<file path="config.mk">
export PLATFORM = sky130hd
export DESIGN_NAME = subframe_sequencer_flat
export DESIGN_NICKNAME = d
export VERILOG_FILES = /design/src/rtl/subframe_seq_pkg.sv /design/src/rtl/subframe_seq_if.sv /design/src/rtl/subframe_seq_watchdog.sv /design/src/rtl/subframe_sequencer.sv /design/src/flat_wrapper.sv
export SDC_FILE = /design/constraint.sdc
export NUM_CORES = 1
export LEC_CHECK = 0
export ABC_AREA = 1
export BUFFER_PORTS_ARGS = -buffer_cell sky130_fd_sc_hd__buf_2
export CAP_MARGIN = 25
export CORE_ASPECT_RATIO = 0.7
export CORE_MARGIN = 5
export CORE_UTILIZATION = 59
export CTS_CLUSTER_DIAMETER = 50
export CTS_CLUSTER_SIZE = 40
export DETAILED_ROUTE_END_ITERATION = 10
export PLACE_DENSITY = 0.88
export SLEW_MARGIN = 25
export SYNTH_ARGS = -nofsm -noshare
export SYNTH_HDL_FRONTEND = slang
export SYNTH_HIERARCHICAL = 1
export SYNTH_SLANG_ARGS = --single-unit
</file>
<file path="constraint.sdc">
create_clock -name iClock -period 3.7 [get_ports iClock]
set_clock_uncertainty 0.05 [all_clocks]
set_input_delay 0.555 -clock iClock [delete_from_list [all_inputs] [get_ports iClock]]
set_output_delay 0.555 -clock iClock [all_outputs]
set_load 0.05 [all_outputs]
</file>
<file path="src/rtl/subframe_seq_pkg.sv">
// Shared constants, FSM encoding and helpers for the subframe sequencer.
// Optional watchdog build macro: SUBFRAME_SEQ_WATCHDOG_EN.
package subframe_seq_pkg;

    localparam int ADDR_W_DEF = 16;
    localparam int MAX_CH_DEF = 8;
    localparam int CH_W       = $clog2(MAX_CH_DEF);

    localparam logic [2:0] S_IDLE     = 3'd0;
    localparam logic [2:0] S_PREFETCH = 3'd1;
    localparam logic [2:0] S_LOAD     = 3'd2;
    localparam logic [2:0] S_RUN      = 3'd3;
    localparam logic [2:0] S_NEXT     = 3'd4;
    localparam logic [2:0] S_DONE     = 3'd5;

    // Index of the last channel; a count of 0 behaves like a mono frame.
    function automatic logic [3:0] ch_last(input logic [3:0] count);
        return (count == 4'd0) ? 4'd0 : count - 4'd1;
    endfunction

endpackage

</file>
<file path="src/rtl/subframe_seq_if.sv">
// Decoder-side bundle: control from the sequencer, read address and sample stream back.
interface subframe_seq_if #(
    parameter int ADDR_W = 16
);
    logic              dec_reset;
    logic              dec_enable;
    logic [15:0]       dec_block_size;
    logic [ADDR_W-1:0] dec_read_addr;
    logic              dec_sample_valid;
    logic [15:0]       dec_sample;
    logic              dec_frame_done;

    modport master (
        output dec_reset, dec_enable, dec_block_size,
        input  dec_read_addr, dec_sample_valid, dec_sample, dec_frame_done
    );

    modport slave (
        input  dec_reset, dec_enable, dec_block_size,
        output dec_read_addr, dec_sample_valid, dec_sample, dec_frame_done
    );
endinterface

</file>
<file path="src/rtl/subframe_seq_watchdog.sv">
// Cycle counter for one S_RUN visit; trip fires on the LIMIT-th consecutive run cycle.
module subframe_seq_watchdog #(
    parameter int LIMIT = 65535
) (
    input  logic iClock,
    input  logic iReset,
    input  logic run,
    output logic trip
);
    localparam int CNT_W = $clog2(LIMIT + 1);

    logic [CNT_W-1:0] cnt_reg;

    // Dropping out of S_RUN clears the counter, so every entry starts from zero.
    always_ff @(posedge iClock) begin
        if (iReset || !run) begin
            cnt_reg <= '0;
        end else if (!trip) begin
            cnt_reg <= cnt_reg + CNT_W'(1);
        end
    end

    assign trip = run && (cnt_reg == CNT_W'(LIMIT - 1));
endmodule

</file>
<file path="src/rtl/subframe_sequencer.sv">
// Frame controller: runs one subframe decoder per channel and shares its RAM read port.
// Build with SUBFRAME_SEQ_WATCHDOG_EN to bound the time spent waiting in S_RUN.
module subframe_sequencer
    import subframe_seq_pkg::*;
#(
    parameter int ADDR_W   = ADDR_W_DEF,
    parameter int MAX_CH   = MAX_CH_DEF,
    parameter int WD_LIMIT = 65535
) (
    input  logic              iClock,
    input  logic              iReset,
    input  logic              iStart,
    input  logic [15:0]       iBlockSize,
    input  logic [3:0]        iChannels,
    input  logic [ADDR_W-1:0] iBaseAddr,
    output logic [ADDR_W-1:0] oReadAddr,
    subframe_seq_if.master    dec,
    output logic              oSampleValid,
    output logic [15:0]       oSample,
    output logic [CH_W-1:0]   oChannel,
    output logic [15:0]       oSampleIdx,
    output logic              oBusy,
    output logic              oFrameDone,
    output logic              oError
);
    logic [2:0]        state_reg;
    logic [ADDR_W-1:0] base_reg;
    logic [15:0]       block_size_reg;
    logic [CH_W-1:0]   ch_last_reg;
    logic [CH_W-1:0]   channel_reg;
    logic [15:0]       idx_reg;
    logic              error_reg;
    logic              sample_valid_reg;
    logic [15:0]       sample_reg;
    logic [CH_W-1:0]   out_channel_reg;
    logic [15:0]       out_idx_reg;

    logic [3:0]        ch_last_req;
    logic [CH_W-1:0]   ch_last_next;
    logic [15:0]       idx_next;
    logic [15:0]       count_now;
    logic              wd_trip;

    assign ch_last_req  = ch_last(iChannels);
    assign ch_last_next = (ch_last_req > 4'(MAX_CH - 1)) ? CH_W'(MAX_CH - 1)
                                                          : ch_last_req[CH_W-1:0];
    assign idx_next     = (idx_reg == 16'hFFFF) ? idx_reg : idx_reg + 16'd1;
    // A sample arriving with the done strobe is counted before the size check.
    assign count_now    = dec.dec_sample_valid ? idx_next : idx_reg;

`ifdef SUBFRAME_SEQ_WATCHDOG_EN
    subframe_seq_watchdog #(
        .LIMIT (WD_LIMIT)
    ) u_watchdog (
        .iClock (iClock),
        .iReset (iReset),
        .run    (state_reg == S_RUN),
        .trip   (wd_trip)
    );
`else
    assign wd_trip = 1'b0;
`endif

    always_ff @(posedge iClock) begin
        if (iReset) begin
            state_reg        <= S_IDLE;
            base_reg         <= '0;
            block_size_reg   <= '0;
            ch_last_reg      <= '0;
            channel_reg      <= '0;
            idx_reg          <= '0;
            error_reg        <= 1'b0;
            sample_valid_reg <= 1'b0;
            sample_reg       <= '0;
            out_channel_reg  <= '0;
            out_idx_reg      <= '0;
        end else begin
            sample_valid_reg <= 1'b0;
            case (state_reg)
                S_IDLE: begin
                    if (iStart) begin
                        block_size_reg <= iBlockSize;
                        ch_last_reg    <= ch_last_next;
                        base_reg       <= iBaseAddr;
                        channel_reg    <= '0;
                        idx_reg        <= '0;
                        error_reg      <= 1'b0;
                        state_reg      <= S_PREFETCH;
                    end
                end
                S_PREFETCH: state_reg <= S_LOAD;
                S_LOAD:     state_reg <= S_RUN;
                S_RUN: begin
                    if (dec.dec_sample_valid) begin
                        sample_valid_reg <= 1'b1;
                        sample_reg       <= dec.dec_sample;
                        out_channel_reg  <= channel_reg;
                        out_idx_reg      <= idx_reg;
                        idx_reg          <= idx_next;
                        if (idx_reg >= block_size_reg) begin
                            error_reg <= 1'b1;
                        end
                    end
                    if (dec.dec_frame_done) begin
                        base_reg  <= base_reg + dec.dec_read_addr + ADDR_W'(1);
                        if (count_now != block_size_reg) begin
                            error_reg <= 1'b1;
                        end
                        state_reg <= S_NEXT;
                    end else if (wd_trip) begin
                        error_reg <= 1'b1;
                        state_reg <= S_DONE;
                    end
                end
                S_NEXT: begin
                    idx_reg <= '0;
                    if (channel_reg == ch_last_reg) begin
                        state_reg <= S_DONE;
                    end else begin
                        channel_reg <= channel_reg + CH_W'(1);
                        state_reg   <= S_PREFETCH;
                    end
                end
                S_DONE:  state_reg <= S_IDLE;
                default: state_reg <= S_IDLE;
            endcase
        end
    end

    // Outside S_RUN the port parks on the subframe base so the header word is ready.
    assign oReadAddr          = (state_reg == S_RUN) ? base_reg + dec.dec_read_addr : base_reg;
    assign dec.dec_reset      = (state_reg != S_RUN) || wd_trip;
    assign dec.dec_enable     = (state_reg == S_RUN);
    assign dec.dec_block_size = block_size_reg;

    assign oSampleValid = sample_valid_reg;
    assign oSample      = sample_reg;
    assign oChannel     = out_channel_reg;
    assign oSampleIdx   = out_idx_reg;
    assign oBusy        = (state_reg != S_IDLE);
    assign oFrameDone   = (state_reg == S_DONE);
    assign oError       = error_reg;
endmodule

</file>
<file path="src/flat_wrapper.sv">
// flat-port wrapper written by rule: the top's interface ports become plain ports
module subframe_sequencer_flat import subframe_seq_pkg::*;
#(
    parameter int ADDR_W   = ADDR_W_DEF,
    parameter int MAX_CH   = MAX_CH_DEF,
    parameter int WD_LIMIT = 65535
)
  (iClock, iReset, iStart, iBlockSize, iChannels, iBaseAddr, oReadAddr, oSampleValid, oSample, oChannel, oSampleIdx, oBusy, oFrameDone, oError, dec_dec_reset, dec_dec_enable, dec_dec_block_size, dec_dec_read_addr, dec_dec_sample_valid, dec_dec_sample, dec_dec_frame_done);
  subframe_seq_if #(.ADDR_W(ADDR_W)) dec_i ();
  input  logic iClock;
  input  logic iReset;
  input  logic iStart;
  input  logic [15:0] iBlockSize;
  input  logic [3:0] iChannels;
  input  logic [ADDR_W-1:0] iBaseAddr;
  output logic [ADDR_W-1:0] oReadAddr;
  output logic oSampleValid;
  output logic [15:0] oSample;
  output logic [CH_W-1:0] oChannel;
  output logic [15:0] oSampleIdx;
  output logic oBusy;
  output logic oFrameDone;
  output logic oError;
  output wire logic [$bits(dec_i.dec_reset)-1:0] dec_dec_reset;
  output wire logic [$bits(dec_i.dec_enable)-1:0] dec_dec_enable;
  output wire logic [$bits(dec_i.dec_block_size)-1:0] dec_dec_block_size;
  input wire logic [$bits(dec_i.dec_read_addr)-1:0] dec_dec_read_addr;
  input wire logic [$bits(dec_i.dec_sample_valid)-1:0] dec_dec_sample_valid;
  input wire logic [$bits(dec_i.dec_sample)-1:0] dec_dec_sample;
  input wire logic [$bits(dec_i.dec_frame_done)-1:0] dec_dec_frame_done;
  assign dec_dec_reset = dec_i.dec_reset;
  assign dec_dec_enable = dec_i.dec_enable;
  assign dec_dec_block_size = dec_i.dec_block_size;
  assign dec_i.dec_read_addr = dec_dec_read_addr;
  assign dec_i.dec_sample_valid = dec_dec_sample_valid;
  assign dec_i.dec_sample = dec_dec_sample;
  assign dec_i.dec_frame_done = dec_dec_frame_done;
  subframe_sequencer #(.ADDR_W(ADDR_W), .MAX_CH(MAX_CH), .WD_LIMIT(WD_LIMIT)) u_core (.iClock(iClock), .iReset(iReset), .iStart(iStart), .iBlockSize(iBlockSize), .iChannels(iChannels), .iBaseAddr(iBaseAddr), .oReadAddr(oReadAddr), .dec(dec_i), .oSampleValid(oSampleValid), .oSample(oSample), .oChannel(oChannel), .oSampleIdx(oSampleIdx), .oBusy(oBusy), .oFrameDone(oFrameDone), .oError(oError));
endmodule
</file>
## After elaboration in Yosys (flattened, before gate mapping)

Index checks and enable logic that the tools add are counted.

| storage, ports and cells | value |
|---|---|
| register bits after elaboration | 94 |
| bits of input ports | 73 |
| output and inout bits | 73 |
| word-level logic and storage cells | 69 |

| cells by class | value |
|---|---|
| $add $sub $neg | 5 |
| magnitude comparators | 2 |
| equality and inequality tests | 12 |
| multiplexer cells | 24 |
| bitwise logic cells | 1 |
| reduce and logical (&&, ||, !) cells | 14 |

Operator list:

| cell | number |
|---|---|
| two-way mux 16 bit | 6 |
| one-hot mux 16 bit (3 select lines) | 1 |
| adder 16 x 1 -> 16 bit, second input constant | 2 |
| one-hot mux 16 bit (2 select lines) | 1 |
| two-way mux 3 bit | 6 |
| adder 16 bit | 1 |
| equality test 16 bit, second input constant | 1 |
| >= comparator 16 bit | 1 |
| inequality test 16 bit | 1 |
| one-hot mux 3 bit (5 select lines) | 1 |
| AND reduction 2 bit | 5 |
| equality test 3 x 2 -> 1 bit, second input constant | 2 |
| equality test 3 bit, second input constant | 2 |
| two-way mux 1 bit | 6 |
| one-hot mux 3 bit (2 select lines) | 1 |
| AND reduction 3 bit | 2 |
| nonzero test 3 bit | 2 |
| > comparator 4 x 3 -> 1 bit, second input constant | 1 |
| logical NOT 4 bit | 1 |
| two-way mux 4 bit | 1 |
| inequality test 2 bit, second input constant | 2 |
| nonzero test 2 bit | 2 |
| subtractor 4 x 1 -> 4 bit, second input constant | 1 |
| adder 3 x 1 -> 3 bit, second input constant | 1 |
| other kinds (8) | 8 |

## Longest topological paths before layout

Gate-level depths: netlist (run 1).

| logic depth | value |
|---|---|
| depth in word-level cells | 7 |
| mapped depth | 18 |
| depth with buffers taken out | 18 |

## Least setup slack after synthesis (run 1)

Ideal clock, no wire load.

| timing path | value |
|---|---|
| path type | input to output |
| from | input port dec_dec_read_addr[0] |
| to | output port oReadAddr[6] |
| arrival time | 2,758 ps |
| required time | 3,095 ps |
| slack | 337 ps |
| stages | 9 |
| cells stage by stage | ha_1 -> fa_1 -> nand2_1 -> nand2_2 -> nand3_1 -> nand3_1 -> nand2_1 -> inv_1 -> o21ai_0 |

| between the ends | value |
|---|---|
| word-level cells in the longest chain between the ends | 2 |

RTL lines:

| element | RTL line | source |
|---|---|---|
| from (decl) | flat_wrapper.sv:27 | `input wire logic [$bits(dec_i.dec_read_addr)-1:0] dec_dec_read_addr;` |
| adder 16 bit | subframe_sequencer.sv:131 | `assign oReadAddr = (state_reg == S_RUN) ? base_reg + dec.dec_read_addr : base_reg;` |
| two-way mux 16 bit | subframe_sequencer.sv:131 |  |
| to (decl) | flat_wrapper.sv:16 | `output logic [ADDR_W-1:0] oReadAddr;` |

No other way between the ends.

## Final worst setup path (run 1)

| timing path | value |
|---|---|
| from | register u_core.base_reg[0] |
| to | output port oReadAddr[12] |

| between the ends | value |
|---|---|
| word-level cells in the longest chain between the ends | 2 |

RTL lines:

| element | RTL line | source |
|---|---|---|
| from (decl) | subframe_sequencer.sv:27 | `logic [ADDR_W-1:0] base_reg;` |
| from (signal assigned) | subframe_sequencer.sv:84 | `base_reg <= iBaseAddr;` |
| from (signal assigned) | subframe_sequencer.sv:105 | `base_reg <= base_reg + dec.dec_read_addr + ADDR_W'(1);` |
| adder 16 bit | subframe_sequencer.sv:131 |  |
| two-way mux 16 bit | subframe_sequencer.sv:131 |  |

No other way between the ends.

==> results of run 1 <==
power groups by stage:
stage	Sequential, mW	Combinational (mW)	Clock, mW
after detailed placement	1.16	1.17	0
after floorplan	1.24	0.812	0
after global routing	1.15	1.32	1.11
after CTS	1.14	1.18	1.08
final	1.14	1.19	1.06
after global placement	1.16	1.15	0
synthesized netlist by cell type (3+ instances only):
cell / number
clkbuf_1: 24
nor3_1: 6
nand3_1: 119
nand3_2: 11
xor2_1: 3
nor2_2: 7
nand4_1: 18
o211ai_1: 5
buf_4: 3
a21oi_1: 127
nor2_4: 7
xnor2_1: 6
nor2_1: 67
o21bai_1: 3
nand2_2: 5
ha_1: 36
inv_1: 92
buf_2: 5
nand2_1: 261
inv_2: 7
nand3b_1: 7
buf_1: 8
dfxtp_1: 94
or2_2: 3
o21ai_0: 48
cell families (layout without fill, tap and decap cells):
family	after synthesis	after routing	share of synthesized area, %
and+or+nand+nor	515	515	37.0
buffers and inverters	141	265	8.57
adders and majority gates	37	37	7.37
xor gates and xnor gates	11	11	1.75
AOI/OAI and AO/OA	193	193	15.8
DFF	94	94	29.5
area by class of cell:
type / instances / area, sq um / share of cell area [%]
clock inverter: 5 / 108 / 1.44
clock buffer: 9 / 225 / 3.01
sequential: 94 / 1880 / 25.2
tap: 132 / 165 / 2.21
timing repair buffer: 150 / 763 / 10.2
inverter: 101 / 379 / 5.07
multi-input combinational: 756 / 3950 / 52.9
tightest hold or removal path: stages:
cell	delay, ns
buf_2	0.08
a211oi_1	0.06
nor2_1	0.07
per-layer routing:
metal  vias to the layer above  global-route usage (%)  part of all wire [%]
met5                         -                       0                     0
met4                         0                    3.60                  0.69
met3                        14                    7.00                   9.8
met2                       294                    41.8                    42
met1                      3203                    41.5                    48
li1                       3543                       -                     -
per-stage QoR:
stage | setup slack [ns] | util [%]
after detailed placement | 0.578 | 68.2
after CTS | 0.556 | 71.4
after global placement | 0.623 | 68.2
after global routing | 0.317 | 71.4
final | 0.536 | 71.4
after floorplan | 0.337 | -
worst min-delay path by stage:
stage               slack, ns                  start                    end
finish                   0.41           iBaseAddr[0]     u_core/base_reg[0]
global route             0.42   u_core/oSampleIdx[9]   u_core/oSampleIdx[9]
CTS                      0.40           iBaseAddr[0]     u_core/base_reg[0]
detailed placement       0.40   u_core/oSampleIdx[6]   u_core/oSampleIdx[6]
global placement         0.40      u_core/oSample[7]      u_core/oSample[7]
floorplan                0.41  u_core/ch_last_reg[0]  u_core/ch_last_reg[0]
==> impl_results.md, run 1 <==
- Status: finished, final reports clean
- Final Hold Fails: 0
- Endpoint class of the critical path: output port
- Pre-antenna DRT Iters: 6
- Avg Cell Area, Syn: 6.44 sq um
- Hold-fix buffers, CTS: 0
- Static Leak: 3.59 nW
- Reg2reg end: u_core/base_reg[15]
- Post-DP Area: 7140 sq um
- Internal power: 2.07 mW
- Most common cell after layout, fill and taps aside: nand2_1
- NetSw: 1.31 mW
- Critical Path Sink: oReadAddr[12]
- Fin. max-slew vios: 0
- Setup-failing EPs final: 0
- Largest net degree at the start of global routing: 71
- Most frequent cells in the layout: nand2_1, buf_2, a21oi_1
- Post-Synthesis Cells: 991
- Crit Reg-Reg Startpoint: u_core/base_reg[0]
- Fillcell total: 914
- Ys flop type: dfxtp_1
- Yosys top cell area share: 29.5%
- Crit path max-delay family: simple AND/OR/NAND/NOR gates
- Die height: 97 um
- Maximum root-to-sink buffer count: 2
- CTS resizes: 0
- MaxCap Viol Count: 0
- FMAX: 0.316 GHz
- Synth Register Bits: 94
- Comb pwr share: 35.2%
- Crit path largest cell delay: 0.42 ns
- Synth Warn #: 6
- Routed Antenna Nets: 0
- Number of remaining DRC errors: 0
- Clk pwr share: 31.2%
- Ranking of synthesized cells by area: dfxtp_1, nand2_1, a21oi_1
- GRT overflow: 0
- Routability congestion estimate: 0.934
- Crit Path Class: flip-flop to output port
- Crit-path most repeated cell: nand2_1
- Worst-Margin Slew: 0.956 ns
- Average routed wire per standard cell: 14.9 um
- Area grow syn2layout: 17.1%
- # rows: 31
- Post-DP HPWL: 13600 um
- H-Tree Level Count: 3
- CP required: 3.09 ns
- Vias in the first global route: 6330
- Core Box Area: 10500 sq um
- CP Cell Sequence: ha_1 -> fa_1 -> nand2_1 -> nand2_2 -> nand4_1 -> nand2_1 -> nand2_1 -> nand2_1 -> nand2_1 -> nand2_1 -> inv_1 -> nor2_1 -> a21oi_1 -> buf_2
- Clk pin slew, worst setup/hold paths: 0.07 ns
- Share of layout cells above drive strength 1: 18.8%
- Yosys top cell by area: dfxtp_1
- Flop pwr share: 33.6%
- I/O pin total: 146
- Final min period: 3.16 ns
- Placed insts: 1233
- Max_slew headroom: 35.9%
- CP arrival: 2.56 ns
- Pwr Density: 453 nW/um^2
- Ant. Diodes: 0
- GRT Util Overall: 28.0%
- Die Wd: 134 um
- Mapped Nets: 1101
- Total power: 3.39 mW
- TritonCTS clock tree: done
- Crit start category: flip-flop
- RSZ-0062 raised after global routing: false
- CP max FO: 4
- Sw frac: 38.8%
- Vias per std cell: 5.66
- Initial antenna violation count: 0
- Input/output buffers: 145
- Mapped cell area: 6380 sq um
- Setup crit start: u_core/base_reg[0]
- Cts bufs inserted: 9
- Synth async-reset ratio: 0%
- Post-synth EDFFs: 0
- Post-Route WL: 18600 um
- Worst skew pair latency: 0.34 ns
- Count of cell types in the netlist: 39
- Root buffer cell: clkbuf_16
- Layout Cells excl Fill: 1247
- WP depth: 14
- DR vias: 7054
- Hold Path Stages: 3
- Die footprint: 13000 sq um
- Crit-path slowest cell: fa_1
- Initial drt markers: 625
- NumNets Final: 1222
- Register area share after synthesis: 29.5%
- Postcts setup bufs: 0
- Initial core utilization: 60.9%
- HP Class: input pin to flip-flop
- Fin crit share: 85.5%
- Peak supply drop: 257 uV
- Hold Slack: 0.408 ns
- R2R Setup Slk: 1.03 ns
- Buf/Inv on CP: 2
- Fin area: 7470 sq um
- Reg2Reg Depth: 16
- First-pass GRT wire length: 30700 um
- Num Clock Sinks: 94
- Sum Neg Setup Slack: 0 ns
(Power assumes the default switching activity.)
==> inputs of run 2 (changes only) <==
- CORE_MARGIN: 5 -> default
- SLEW_MARGIN: 25 -> default
==> run 2 against run 1 <==
Against the previous run:
- sequential power about the same
- final cell count grew 0.32%
- sequential share of layout area barely moved
- clock power is 11% lower
- hold slack worse by 0.011 ns
- via count fell by 1.0%
- critical path type unchanged
- largest cell class unchanged
- largest power group unchanged
- highest routed layer unchanged
==> impl_results.md, run 2 (synthesis results as in run 1) <==
- Post-route setup slack: 0.533 ns (-0.00299 ns)
- Root buffer cell: clkbuf_16
- Max_slew headroom: 37.5% (+1.6 points)
- Ant. Diodes: 0 (unchanged)
- Post-Route WL: 17800 um (-4.0%)
- Fin. max-slew vios: 0 (unchanged)
- Initial core utilization: 61.1% (+0.23 points)
- Area grow syn2layout: 17.2% (about the same)
- Pre-CTS setup slack: 0.595 ns (+0.0166 ns)
- Sum Neg Setup Slack: 0 ns (unchanged)
- Pre-antenna DRT Iters: 5 (-1)
- Hold-fix buffers, CTS: 0 (unchanged)
- Final min period: 3.17 ns (+0.00299 ns)
- Worst skew pair latency: 0.35 ns (about the same)
- Cts bufs inserted: 9 (unchanged)
- TritonCTS clock tree: done
- Static Leak: 3.59 nW (+0.11%)
- FMAX: 0.316 GHz (about the same)
- Routability congestion estimate: 0.946 (+1.2%)
- Routed Antenna Nets: 0 (unchanged)
- Die Wd: 126 um (-6.0%)
- Maximum root-to-sink buffer count: 2 (unchanged)
- Postcts setup bufs: 0 (unchanged)
- Vias in the first global route: 6004 (-5.2%)
- # rows: 31 (unchanged)
- GRT overflow: 0 (unchanged)
- Die height: 89 um (-8.2%)
- Core Box Area: 10400 sq um (-0.37%)
- Number of remaining DRC errors: 0 (unchanged)
- Pwr Density: 438 nW/um^2 (-3.3%)
- Largest net degree at the start of global routing: 63 (-11%)
- CP required: 3.09 ns (about the same)
- Setup-failing EPs final: 0 (unchanged)
- CTS resizes: 0 (unchanged)
- Share of layout cells above drive strength 1: 19.1% (+0.29 points)
- Worst-Margin Slew: 0.938 ns (-0.0185 ns)
- NumNets Final: 1224 (+0.16%)
- Most frequent cells in the layout: nand2_1, buf_2, a21oi_1
- GRT Util Overall: 31.7% (+3.7 points)
- Clk pin slew, worst setup/hold paths: 0.07 ns (about the same)
- Input/output buffers: 145 (unchanged)
- Initial antenna violation count: 0 (unchanged)
- H-Tree Level Count: 3 (unchanged)
- Die footprint: 11200 sq um (-14%)
- Vias per std cell: 5.58 (-1.4%)
- Status: finished, final reports clean
- Endpoint class of the critical path: output port
- I/O pin total: 146 (unchanged)
- Average routed wire per standard cell: 14.3 um (-4.3%)
- Num Clock Sinks: 94 (unchanged)
- MaxCap Viol Count: 0 (unchanged)
- Crit start category: flip-flop
- RSZ-0062 raised after global routing: false
- Peak supply drop: 295 uV (+15%)
- HP Class: input pin to flip-flop
- Post-DP HPWL: 13000 um (-4.1%)
- Final Hold Fails: 0 (unchanged)
- DR vias: 6981 (-1.0%)
- Most common cell after layout, fill and taps aside: nand2_1
- Initial drt markers: 580 (-7.2%)
- First-pass GRT wire length: 28600 um (-7.0%)
- CP arrival: 2.56 ns (about the same)
- CP max FO: 5 (+1)
- Fin crit share: 85.6% (about the same)
- Crit Path Class: flip-flop to output port
- Total power: 3.28 mW (-3.3%)
run 2: cell count changes in the layout (fill, tap and decap cells not counted):
| cell | change |
|---|---|
| buf_16 | +1 |
| buf_4 | +1 |
| bufinv_16 | -3 |
| inv_8 | +1 |
| clkinv_8 | +2 |
| clkinvlp_4 | +1 |
| inv_6 | +1 |
| clkinv_1 | -1 |
| inv_1 | +1 |
run 2: path summary, 6_finish.rpt:
path	from	endpoint	slack, ns	depth (start not counted)
worst max-delay path	u_core/base_reg[6]	oReadAddr[11]	0.53	9
worst min-delay path	iBaseAddr[0]	u_core/base_reg[0]	0.40	3
worst max register to register	u_core/base_reg[0]	u_core/base_reg[15]	1.00	16
worst min register to register	u_core/oSampleIdx[7]	u_core/oSampleIdx[7]	0.41	2
run 2: cell type report:
cell class / count / area [sq um]
Sequential cell: 94 / 1880
Fill cell: 921 / 2960
Tap cell: 132 / 165
Inverter: 101 / 379
Clock buffer: 9 / 225
Clock inverter: 7 / 77.6
Timing Repair Buffer: 152 / 798
Multi-Input combinational cell: 756 / 3950
run 2: critical path, cell delays in order (launching register included):
cell and delay [ns]:
dfxtp_1 0.35, ha_1 0.34, a21oi_1 0.25, inv_1 0.08
o21ai_0 0.35, nand4_1 0.14, nand2_1 0.17, inv_1 0.10
o21ai_0 0.14, buf_2 0.29
run 2: routing by layer:
metal | share of wire, % | track usage (%) | vias up
met5 | 0 | 0 | -
met1 | 49 | 46.4 | 3122
met4 | 0.72 | 6.57 | 0
met2 | 41 | 48.3 | 310
li1 | - | - | 3534
met3 | 9.1 | 6.28 | 15
run 2: report_power, final:
group,switching (mW),internal [mW]
logic,0.859,0.339
registers,0.0610,1.08
clock network,0.459,0.480
run 2: per-stage QoR:
stage	utilization [%]	hold WS (ns)	cell area, sq um	cells
final	71.7	0.397	7480	1251
after global routing	71.7	0.386	7480	1251
after CTS	71.4	0.389	7450	1250
after detailed placement	68.5	0.402	7150	1234
after global placement	68.5	0.397	7150	1234
after floorplan	-	0.407	6380	991
==> inputs of run 3 (changes only) <==
- BUFFER_PORTS_ARGS: -buffer_cell sky130_fd_sc_hd__buf_2 -> -buffer_cell sky130_fd_sc_hd__clkbuf_2
==> run 3 against run 2 <==
Against the previous run:
- sequential power about the same
- count of clock-buffer cells in the layout unchanged
- power up 0.35%
- sequential share of layout area about the same
- first-iteration DRC count up 13%
- routed wire length down 1.1%
- final cell count unchanged
- register-to-register slack worse by 0.04 ns
- largest cell class unchanged
==> impl_results.md, run 3 (synthesis results as in run 1) <==
- Status: finished, final reports clean
- R2R Setup Slk: 0.96 ns (-0.04 ns)
- Setup crit start: u_core/base_reg[0]
- Area grow syn2layout: 17.4%
- Crit Path Class: flip-flop to output port
- Crit start category: flip-flop
- Worst-Margin Slew: 0.941 ns (+0.00328 ns)
- Pwr Density: 439 nW/um^2 (+0.23%)
- Static Leak: 3.56 nW (-0.82%)
- Die Wd: 126 um (unchanged)
- Hold-fix buffers, CTS: 0 (unchanged)
- Input/output buffers: 145 (unchanged)
- Initial drt markers: 654 (+13%)
- DR vias: 7050 (+0.99%)
- Post-Route WL: 17600 um (-1.1%)
- # rows: 31 (unchanged)
- Reg2reg end: u_core/base_reg[15]
- Sum Neg Setup Slack: 0 ns (unchanged)
- Worst skew pair latency: 0.35 ns (about the same)
- Peak supply drop: 248 uV (-16%)
- Postcts setup bufs: 0 (unchanged)
- CP required: 3.09 ns (about the same)
- Max_slew headroom: 37.3% (-0.22 points)
- FMAX: 0.310 GHz (-1.8%)
- Routed Antenna Nets: 0 (unchanged)
- Fin. max-slew vios: 0 (unchanged)
- TritonCTS clock tree: done
- Die footprint: 11200 sq um (unchanged)
- Most common cell after layout, fill and taps aside: nand2_1
- CTS resizes: 0 (unchanged)
- Number of remaining DRC errors: 0 (unchanged)
- Setup-failing EPs final: 0 (unchanged)
- First-pass GRT wire length: 28800 um (+0.77%)
- CP arrival: 2.62 ns (+0.06 ns)
- Reg2Reg Depth: 16 (unchanged)
- Endpoint class of the critical path: output port
- Final min period: 3.23 ns (+0.0585 ns)
- I/O pin total: 146 (unchanged)
- Vias in the first global route: 5995 (-0.15%)
- NumNets Final: 1224 (unchanged)
- Final Hold Fails: 0 (unchanged)
- MaxCap Viol Count: 0 (unchanged)
- Ant. Diodes: 0 (unchanged)
- Vias per std cell: 5.64 (+0.99%)
- Largest net degree at the start of global routing: 63 (unchanged)
- Fin crit share: 87.2% (+1.6 points)
- Average routed wire per standard cell: 14.1 um (-1.1%)
- GRT Util Overall: 31.8% (+0.13 points)
- Crit Reg-Reg Startpoint: u_core/base_reg[0]
- RSZ-0062 raised after global routing: false
- Cts bufs inserted: 9 (unchanged)
- Hold Slack: 0.398 ns (+0.000513 ns)
- Most frequent cells in the layout: nand2_1, clkbuf_2, a21oi_1
- GRT overflow: 0 (unchanged)
- H-Tree Level Count: 3 (unchanged)
- Core Box Area: 10400 sq um (unchanged)
- Pre-antenna DRT Iters: 7 (+2)
- CP max FO: 4 (-1)
- HP Class: input pin to flip-flop
- Num Clock Sinks: 94 (unchanged)
- Initial antenna violation count: 0 (unchanged)
- Initial core utilization: 61.1% (unchanged)
- Clk pin slew, worst setup/hold paths: 0.07 ns (about the same)
- Root buffer cell: clkbuf_16
- Post-DP HPWL: 12800 um (-1.6%)
- Die height: 89 um (unchanged)
- Critical Path Sink: oReadAddr[12]
- Share of layout cells above drive strength 1: 19.1% (unchanged)
- Maximum root-to-sink buffer count: 2 (unchanged)
- Routability congestion estimate: 0.964 (+2.0%)
[run 3: worst min path at each step]
stage / from / to / slack, ns / cells past startpoint
3_3_place_gp: u_core/oSample[8] / u_core/oSample[8] / 0.40 / 2
3_5_place_dp: u_core/oSample[6] / u_core/oSample[6] / 0.41 / 2
4_1_cts: iBaseAddr[0] / u_core/base_reg[0] / 0.39 / 3
5_1_grt: iBaseAddr[0] / u_core/base_reg[0] / 0.39 / 3
6_report: iBaseAddr[0] / u_core/base_reg[0] / 0.40 / 3
2_1_floorplan: u_core/ch_last_reg[0] / u_core/ch_last_reg[0] / 0.41 / 2
[run 3: cell type report]
| type | count | area [sq um] |
|---|---|---|
| Clock buffer | 9 | 225 |
| Clock inverter | 7 | 86.3 |
| Fill cell | 883 | 2950 |
| Inverter | 101 | 379 |
| Multi-Input combinational cell | 756 | 3950 |
| Sequential cell | 94 | 1880 |
| Tap cell | 132 | 165 |
| Timing Repair Buffer | 152 | 798 |
[run 3: per-layer routing]
metal  global-route usage, %  vias to the layer above  wire length [um]  part of all wire, %
met3                    6.16                       21              1740                  9.9
met4                    6.68                        0               189                  1.1
met5                       0                        -                 0                    0
li1                        -                     3544                 -                    -
met2                    47.7                      371              7190                   41
met1                    47.2                     3114              8510                   48
[run 3: metrics by stage]
stage          setup WS [ns]  cells  area, sq um  util (%)  total power [mW]
2_1_floorplan          0.337    991         6380         -              2.05
3_3_place_gp           0.580   1234         7150      68.5              2.31
3_5_place_dp           0.553   1234         7150      68.5              2.33
4_1_cts                0.501   1250         7460      71.5              3.28
5_1_grt                0.277   1251         7490      71.8              3.47
6_report               0.474   1251         7490      71.8              3.29
[run 3: power breakdown]
| group | switching (mW) | total [mW] | internal [mW] |
|---|---|---|---|
| Sequential | 0.0601 | 1.14 | 1.08 |
| Clock | 0.462 | 0.946 | 0.484 |
| Combinational | 0.865 | 1.20 | 0.338 |
[run 3: critical path, cell delays in order (launching register included)]
cell and delay [ns]:
dfxtp_1 0.33, ha_1 0.23, fa_1 0.45, nand2_1 0.12
nand2_2 0.07, nand4_1 0.11, nand2_1 0.09, nand2_1 0.10
nand2_1 0.06, nand2_1 0.05, nand2_1 0.09, inv_1 0.07
nor2_1 0.05, a21oi_1 0.15, clkbuf_2 0.30
